<file path="src/rtl/adder_pkg.sv">
// Shared constants and elaboration helpers for the pipelined carry-select adder.
//   DEF_WIDTH/DEF_BLK/DEF_SEG_BLKS : default geometry (32-bit, 4-bit blocks, 2 blocks/segment)
//   nseg()   : number of pipeline segments = latency in cycles
//   seg_ok() : geometry sanity check used at elaboration
package adder_pkg;

  localparam int DEF_WIDTH    = 32;
  localparam int DEF_BLK      = 4;
  localparam int DEF_SEG_BLKS = 2;

  function automatic int nseg(input int width, input int blk, input int seg_blks);
    return width / (blk * seg_blks);
  endfunction

  function automatic bit seg_ok(input int width, input int blk, input int seg_blks);
    return (blk > 0) && (seg_blks > 0) && (width >= blk * seg_blks) &&
           ((width % (blk * seg_blks)) == 0);
  endfunction

endpackage

</file>
<file path="src/rtl/csla_block.sv">
// Dual-rail carry-select block: sums for cin=0 and cin=1 are formed in
// parallel and the late-arriving carry only drives the final mux.
//   a, b : BLK-bit operands
//   cin  : block carry-in (select)
//   sum  : BLK-bit result
//   cout : block carry-out
module csla_block
  import adder_pkg::*;
#(
  parameter int BLK = DEF_BLK
) (
  input  logic [BLK-1:0] a,
  input  logic [BLK-1:0] b,
  input  logic           cin,
  output logic [BLK-1:0] sum,
  output logic           cout
);

  logic [BLK:0] r0, r1;

  assign r0 = {1'b0, a} + {1'b0, b};
  assign r1 = {1'b0, a} + {1'b0, b} + {{BLK{1'b0}}, 1'b1};
  assign {cout, sum} = cin ? r1 : r0;

endmodule

</file>
<file path="src/rtl/adder_csla_pipe.sv">
// Pipelined carry-select adder/subtractor with valid/ready flow control.
// One segment of SEG_BLKS blocks is resolved per stage; the segment carry,
// the partial sum and the not-yet-used operand bits ride down the pipe.
//   i_clk, i_rst      : clock (rising), async active-high reset
//   i_valid/o_ready   : input handshake
//   i_a, i_b          : operands
//   i_carry           : carry-in, add mode only
//   i_sub             : 1 = A - B, 0 = A + B + i_carry
//   o_valid/i_ready   : output handshake
//   o_summ, o_carry   : result mod 2^WIDTH and MSB carry (sub: 1 = no borrow)
module adder_csla_pipe
  import adder_pkg::*;
#(
  parameter int WIDTH    = DEF_WIDTH,
  parameter int BLK      = DEF_BLK,
  parameter int SEG_BLKS = DEF_SEG_BLKS
) (
  input  logic             i_clk,
  input  logic             i_rst,
  input  logic             i_valid,
  output logic             o_ready,
  input  logic [WIDTH-1:0] i_a,
  input  logic [WIDTH-1:0] i_b,
  input  logic             i_carry,
  input  logic             i_sub,
  output logic             o_valid,
  input  logic             i_ready,
  output logic [WIDTH-1:0] o_summ,
  output logic             o_carry
);

  localparam int SW   = BLK * SEG_BLKS;
  localparam int NSEG = nseg(WIDTH, BLK, SEG_BLKS);

  if (!seg_ok(WIDTH, BLK, SEG_BLKS)) begin : g_bad_param
    $error("adder_csla_pipe: WIDTH must be a positive multiple of BLK*SEG_BLKS");
  end

  logic [NSEG-1:0] v;
  logic [NSEG-1:0] load;

  // A stage may load if it is empty or everything downstream of it moves;
  // the OR is built from the output end so bubbles anywhere collapse.
  always_comb begin
    logic acc;
    load = '0;
    acc  = i_ready;
    for (int k = NSEG - 1; k >= 0; k--) begin
      acc     = acc | ~v[k];
      load[k] = acc;
    end
  end

  for (genvar k = 0; k < NSEG; k++) begin : stg
    localparam int RW = WIDTH - k * SW;  // operand bits still to be added

    logic [RW-1:0]         opa, opb;
    logic                  cin, v_in;
    logic [SW-1:0]         seg_sum;
    logic [(k+1)*SW-1:0]   sum_d, sum_q;
    logic                  cy_q, v_q;

    if (k == 0) begin : g_src
      assign opa   = i_a;
      assign opb   = i_sub ? ~i_b : i_b;
      assign cin   = i_sub | i_carry;
      assign v_in  = i_valid;
      assign sum_d = seg_sum;
    end else begin : g_src
      // Skew register: upper operand bits travel alongside the partial sum.
      always_ff @(posedge i_clk or posedge i_rst) begin
        if (i_rst) begin
          opa <= '0;
          opb <= '0;
        end else if (load[k-1]) begin
          opa <= stg[k-1].opa[RW+SW-1:SW];
          opb <= stg[k-1].opb[RW+SW-1:SW];
        end
      end
      assign cin   = stg[k-1].cy_q;
      assign v_in  = stg[k-1].v_q;
      assign sum_d = {seg_sum, stg[k-1].sum_q};
    end

    for (genvar j = 0; j < SEG_BLKS; j++) begin : blk
      logic ci, co;

      if (j == 0) begin : g_ci
        assign ci = cin;
      end else begin : g_ci
        assign ci = blk[j-1].co;
      end

      // Only the very first block sees a carry-in that is known early.
      if (k == 0 && j == 0) begin : g_add
        assign {co, seg_sum[j*BLK +: BLK]} = {1'b0, opa[j*BLK +: BLK]} +
                                             {1'b0, opb[j*BLK +: BLK]} +
                                             {{BLK{1'b0}}, ci};
      end else begin : g_add
        csla_block #(.BLK(BLK)) u_blk (
          .a    (opa[j*BLK +: BLK]),
          .b    (opb[j*BLK +: BLK]),
          .cin  (ci),
          .sum  (seg_sum[j*BLK +: BLK]),
          .cout (co)
        );
      end
    end

    always_ff @(posedge i_clk or posedge i_rst) begin
      if (i_rst) begin
        v_q   <= 1'b0;
        cy_q  <= 1'b0;
        sum_q <= '0;
      end else if (load[k]) begin
        v_q   <= v_in;
        cy_q  <= blk[SEG_BLKS-1].co;
        sum_q <= sum_d;
      end
    end

    assign v[k] = v_q;
  end

  assign o_ready = load[0];
  assign o_valid = v[NSEG-1];
  assign o_summ  = stg[NSEG-1].sum_q;
  assign o_carry = stg[NSEG-1].cy_q;

endmodule

</file>
<file path="config.mk">
export PLATFORM = sky130hd
export DESIGN_NAME = adder_csla_pipe
export DESIGN_NICKNAME = d
export VERILOG_FILES = /design/src/rtl/adder_pkg.sv /design/src/rtl/csla_block.sv /design/src/rtl/adder_csla_pipe.sv
export SDC_FILE = /design/constraint.sdc
export NUM_CORES = 1
export LEC_CHECK = 0
export BUFFER_PORTS_ARGS = -buffer_cell sky130_fd_sc_hd__buf_2
export CAP_MARGIN = 20
export CELL_PAD_IN_SITES_DETAIL_PLACEMENT = 1
export CELL_PAD_IN_SITES_GLOBAL_PLACEMENT = 2
export CORE_MARGIN = 1.5
export CORE_UTILIZATION = 30
export DETAILED_ROUTE_END_ITERATION = 8
export MAX_ROUTING_LAYER = met4
export PLACE_DENSITY = 0.69
export SKIP_CTS_REPAIR_TIMING = 1
export SLEW_MARGIN = 20
export SYNTH_ARGS = -nofsm -noshare
export SYNTH_HDL_FRONTEND = slang
export SYNTH_HIERARCHICAL = 1
export SYNTH_SLANG_ARGS = --single-unit
</file>
<file path="constraint.sdc">
create_clock -name i_clk -period 5.9 [get_ports i_clk]
set_clock_uncertainty 0.2 [all_clocks]
set_input_delay 0.295 -clock i_clk [delete_from_list [all_inputs] [get_ports i_clk]]
set_output_delay 0.295 -clock i_clk [all_outputs]
set_load 0.01 [all_outputs]
</file>
Yosys cells after proc, flatten, opt, wreduce, memory -nomap -nowiden
Cells that the tools add are included.

word-level totals
  bits in registers = 184
  input bits = 70
  output and inout port bits = 35
  logic and storage cells = 52

operators by class
  add/subtract/negate cells = 16
  multiplexer cells = 8
  bitwise gates (word level) = 10

operators by type and width
  kind                 count
  $add 4x4->5          8
  $add 5x1->5 const B  7
  $mux 5               7
  $mux 32              1
  $not 32->32          1
  $add 5x1->5          1
  $or 1x1->1           5
  $not 1->1            4

Logic depth before layout (Yosys ltp)
  depth after elaboration = 5
  mapped depth = 15

By module
The synthesis kept the hierarchy.

modules (own cells, without submodules)
  module           times used  cells an instance  area each (µm²)  seq. area each (µm²)
  adder_csla_pipe  1           578                7,364.6          4,604.4
  csla_block       7           34                 249.0            0.0

Worst setup path before layout
OpenSTA, ideal clock, no wires.

  path kind = input to register
  start = in i_sub
  end = reg stg[0].cy_q
  setup time = 125 ps
  arrival = 2,842 ps
  data required time = 5,575 ps
  path slack = 2,733 ps
  stages = 12
  buffers on the path = 2
  path through = clkbuf_1 buf_2 or2_2 fa_1 fa_1 a21o_1 a21o_1 nand2_1 or4_1 a2bb2oi_1 nand3_1 mux2_4

on the way
  word-level cells in the longest chain between the ends = 4
  elaborated cells between the ends (all ways) = 7
  those cells by class = add/sub: 4; mux: 2; bitwise: 1

ends and longest elaborated chain
  what                  RTL line                RTL
  from (decl)           adder_csla_pipe.sv:25   input logic i_sub,
  $mux 32               adder_csla_pipe.sv:65   assign opb = i_sub ? ~i_b : i_b;
  $add 4x4->5           adder_csla_pipe.sv:96   assign {co, seg_sum[j*BLK +: BLK]} = {1'b0, opa[j*BLK +: BLK]} +
  $add 5x1->5 *         adder_csla_pipe.sv:97   {1'b0, opb[j*BLK +: BLK]} +
  via stg[0].blk[0].co  adder_csla_pipe.sv:86   logic ci, co;
  $mux 5 *              csla_block.sv:23        assign {cout, sum} = cin ? r1 : r0;
  via stg[0].blk[1].co  adder_csla_pipe.sv:86
  to (signal assigned)  adder_csla_pipe.sv:117  cy_q <= blk[SEG_BLKS-1].co;
  to (decl)             adder_csla_pipe.sv:61   logic cy_q, v_q;

Mark *: on every way through the listed nets, which the timed path passes. The rest lies on a longest branch.
A chain may end at the register's enable or synchronous reset.

Worst setup path in the final report
  start = reg stg[2].opa[0]
  end = reg stg[2].cy_q

on the way
  word-level cells in the longest chain between the ends = 4

ends and longest elaborated chain
  what                    RTL line                            RTL
  from (decl)             adder_csla_pipe.sv:57               logic [RW-1:0] opa, opb;
  from (signal assigned)  adder_csla_pipe.sv:76               opa <= stg[k-1].opa[RW+SW-1:SW];
  $add 4x4->5 *           csla_block.sv:21, csla_block.sv:22
  $add 5x1->5             csla_block.sv:22                    assign r1 = {1'b0, a} + {1'b0, b} + {{BLK{1'b0}}, 1'b1};
  $mux 5 *                csla_block.sv:23
  via stg[2].blk[0].co    adder_csla_pipe.sv:86
  $mux 5 *                csla_block.sv:23
  via stg[2].blk[1].co    adder_csla_pipe.sv:86
  to (signal assigned)    adder_csla_pipe.sv:117
  to (decl)               adder_csla_pipe.sv:61

Marked as above.

==> impl_metrics.tcl <==
set metrics [dict create \
    outcome "finished, violations left" \
    violations "hold timing" \
    endpoint_kind "register" \
    routed_wl_mm 20.69 \
    syn_area_um2 9107 \
    slew_viol_final 0 \
    rsz0062_at_grt "false" \
    syn_to_final_growth_pct 20.79 \
    ys.warnings.count 6 \
    max_cap_viol_count 0 \
    port_buffers 104 \
    insertion_delay_ps 430 \
    synth-async-reset-ratio 1.000 \
    r2r_cells 14 \
    cts_buffers 17 \
    cp.arrival_ps 3620 \
    grt_pass1_vias 6399 \
    r2r_slack_ps 2440 \
    first_iter_violations 287 \
    peakVddDrop_v 0.0002180 \
    synth_area_per_cell_um2 11.16 \
    rows 63 \
    worst_pin_slew_ps 1024 \
    crit_family "simple AND/OR/NAND/NOR gates" \
    die_y_um 177.2 \
    cts_max_path_buffers 2 \
    ys_seq_area_frac 0.5056 \
    antenna_cells 0 \
    yosys.area.top_type "dfrtp_1" \
    hold_viol_final 4 \
    post-dp-hpwl_mm 13.74 \
    power_density_nw_per_um2 407.7 \
    ys_ff_latch 184 \
    synth_nets 933 \
    wl_per_cell_um 15.28 \
    ant_nets 0 \
    synth_top_cell_area_share 0.5056 \
    root_buffer "clkbuf_16" \
    timing.critical_path.buf_inv 2 \
    drive_above_1_share 0.2645 \
    clock.fmax_ghz 0.2890 \
    min_period_over_period 0.5865 \
    gr-total-overflow 0 \
    ys_types 36 \
    grt_max_degree 134 \
    path_cells "ha_1 > inv_1 > fa_1 > inv_1 > ha_1 > nand2_1 > a2111oi_0 > a2bb2oi_1 > nand3_1 > nand2_1 > or4_1 > a2bb2oi_1 > nand3_1 > mux2_2" \
    r2r_start "stg[2].opa[0]$_DFFE_PP0P_" \
    synthTopCellsByArea "dfrtp_1, mux2_2, nand2_1" \
    antenna_found_initial 0 \
    startpoint_type "register" \
    slew_headroom 0.3176 \
    cts-htree-levels 4 \
    synth-edff-count 0 \
    crit_type "reg -> reg" \
    drc 0 \
    finalSetupViolCount 0 \
    place_area_um2 10050 \
    die_width_um 177.2 \
    num-nets-final 1069 \
    timing.rr.end "stg[2].cy_q$_DFFE_PP0P_" \
    fin_hold_ws_ps -39.97 \
    synth_ff_type "dfrtp_1" \
    synth.most_common_cell "dfrtp_1" \
    crit_slowest_cell "a2111oi_0" \
    fin_setup_tns_ps 0 \
    fin_crit_ps 3461 \
    hold_path.class "in -> reg" \
    core_area_um2 29800 \
    grt_use_total 0.1424 \
    worstHoldPathCells 3 \
    dieArea_um2 31410 \
    dr.pass1.iters 4 \
    synthTopCellsByCount "dfrtp_1, nand2_1, mux2_2" \
    clk_pin_slew_ps 80 \
    worstPathRequired_ps 6060 \
    start_util 0.3057 \
    hold_path_end "stg[1].opb[3]$_DFFE_PP0P_" \
    final_area_um2 11000 \
    crit_path_max_incr_delay_ps 480 \
    leakagePower_nw 5.142 \
    synthCells 816 \
    grt_pass1_wl_mm 33.80 \
    gp_congestion 0.7537 \
    io_pins 105 \
    holdCritStartpoint "i_b[11]" \
    via_per_inst 4.576 \
    route.vias.total 6196 \
    path_max_fanout 5 \
    clkSinkCount 184 \
    cts_tree "built" \
]
-- sequential cells by signal, summed over array words and instances (netlist names) --
signal and cells:
stg.sum_q 48, stg.opa 48, stg.opb 48, o_summ 32
stg.cy_q 3, stg.v_q 3, o_carry 1, o_valid 1
-- layout by cell type, fill, tap and decap left out, drive strengths merged, types with 5 or more instances in the layout --
master	Yosys	routed
clkbuf	14	18
inv	37	40
a21oi	7	7
nor3	7	7
fa	9	9
o21a	14	14
or4	7	7
xor2	29	29
a21o	9	9
nor2	8	8
nand3	32	32
buf	20	114
nand2b	5	5
clkinv	0	6
ha	38	38
a31oi	7	7
a2bb2oi	7	7
nand2	175	175
dlygate4sd3	0	37
nor2b	7	7
dfrtp	184	184
xnor2	39	39
a2111oi	7	7
o21ai	40	40
mux2	105	105
-- layer usage --
layer  vias to the layer above  wire (µm)  global-route usage
met5                         -          0                   -
met4                         0        158             0.02966
met3                        11        593             0.02685
met2                        84       9752              0.2301
met1                      3089      10180              0.1857
li1                       3012          -                   -
-- how the worst max path moves through the flow --
stage                              start                      end  slack, ps  cells after the start
2_1_floorplan                      i_rst      o_carry$_DFFE_PP0P_        400                      1
4_1_cts        stg[3].opa[0]$_DFFE_PP0P_      o_carry$_DFFE_PP0P_       2420                     14
3_3_place_gp                       i_sub  stg[0].cy_q$_DFFE_PP0P_       2220                     11
3_5_place_dp                       i_sub  stg[0].cy_q$_DFFE_PP0P_       2120                     11
6_report       stg[2].opa[0]$_DFFE_PP0P_  stg[2].cy_q$_DFFE_PP0P_       2440                     14
5_1_grt        stg[3].opa[0]$_DFFE_PP0P_      o_carry$_DFFE_PP0P_       2090                     14
-- tightest hold or removal path: stages --
cell and delay [ps]:
buf_2 90, xnor2_1 100, o21ai_0 60
-- through the flow --
| stage | setup slack (ps) | instances | utilization | total power [mW] |
|---|---|---|---|---|
| 2_1_floorplan | 404.6 | 816 | - | 2.937 |
| 3_3_place_gp | 2222 | 1283 | 0.3360 | 3.335 |
| 3_5_place_dp | 2124 | 1286 | 0.3373 | 3.386 |
| 4_1_cts | 2421 | 1317 | 0.3566 | 4.551 |
| 5_1_grt | 2091 | 1354 | 0.3692 | 4.835 |
| 6_report | 2439 | 1354 | 0.3692 | 4.485 |
-- cells by family (layout without fill, tap and decap cells) --
| kind of cell | count (synthesis) | count (layout) | share of synthesized area |
|---|---|---|---|
| AND/OR/NAND/NOR | 246 | 246 | 0.1151 |
| multiplexers | 105 | 105 | 0.1414 |
| buffers and inverters | 71 | 219 | 0.03366 |
| AO/OA/AOI/OAI | 95 | 95 | 0.06690 |
| flip-flops | 184 | 184 | 0.5056 |
| adder cells (fa/ha/maj) | 47 | 47 | 0.07199 |
| XOR/XNOR | 68 | 68 | 0.06539 |
-- power breakdown --
| group | total [mW] | internal, mW | leakage, nW | switching, mW |
|---|---|---|---|---|
| Clock | 1.14 | 0.628 | 0.277 | 0.510 |
| Combinational | 1.47 | 0.735 | 2.69 | 0.738 |
| Sequential | 1.87 | 1.65 | 2.17 | 0.223 |
-- area by class of cell --
type / instances / area (µm²)
fillers: 3353 / 18800
flip-flops and latches: 184 / 4604
multi-input cells: 561 / 4205
repair buffers: 151 / 980.9
well taps: 390 / 488.0
clock buffers: 18 / 429.2
clock inverters: 13 / 146.4
inverters: 37 / 146.4
Note: power is estimated with default switching activity, not from simulation.
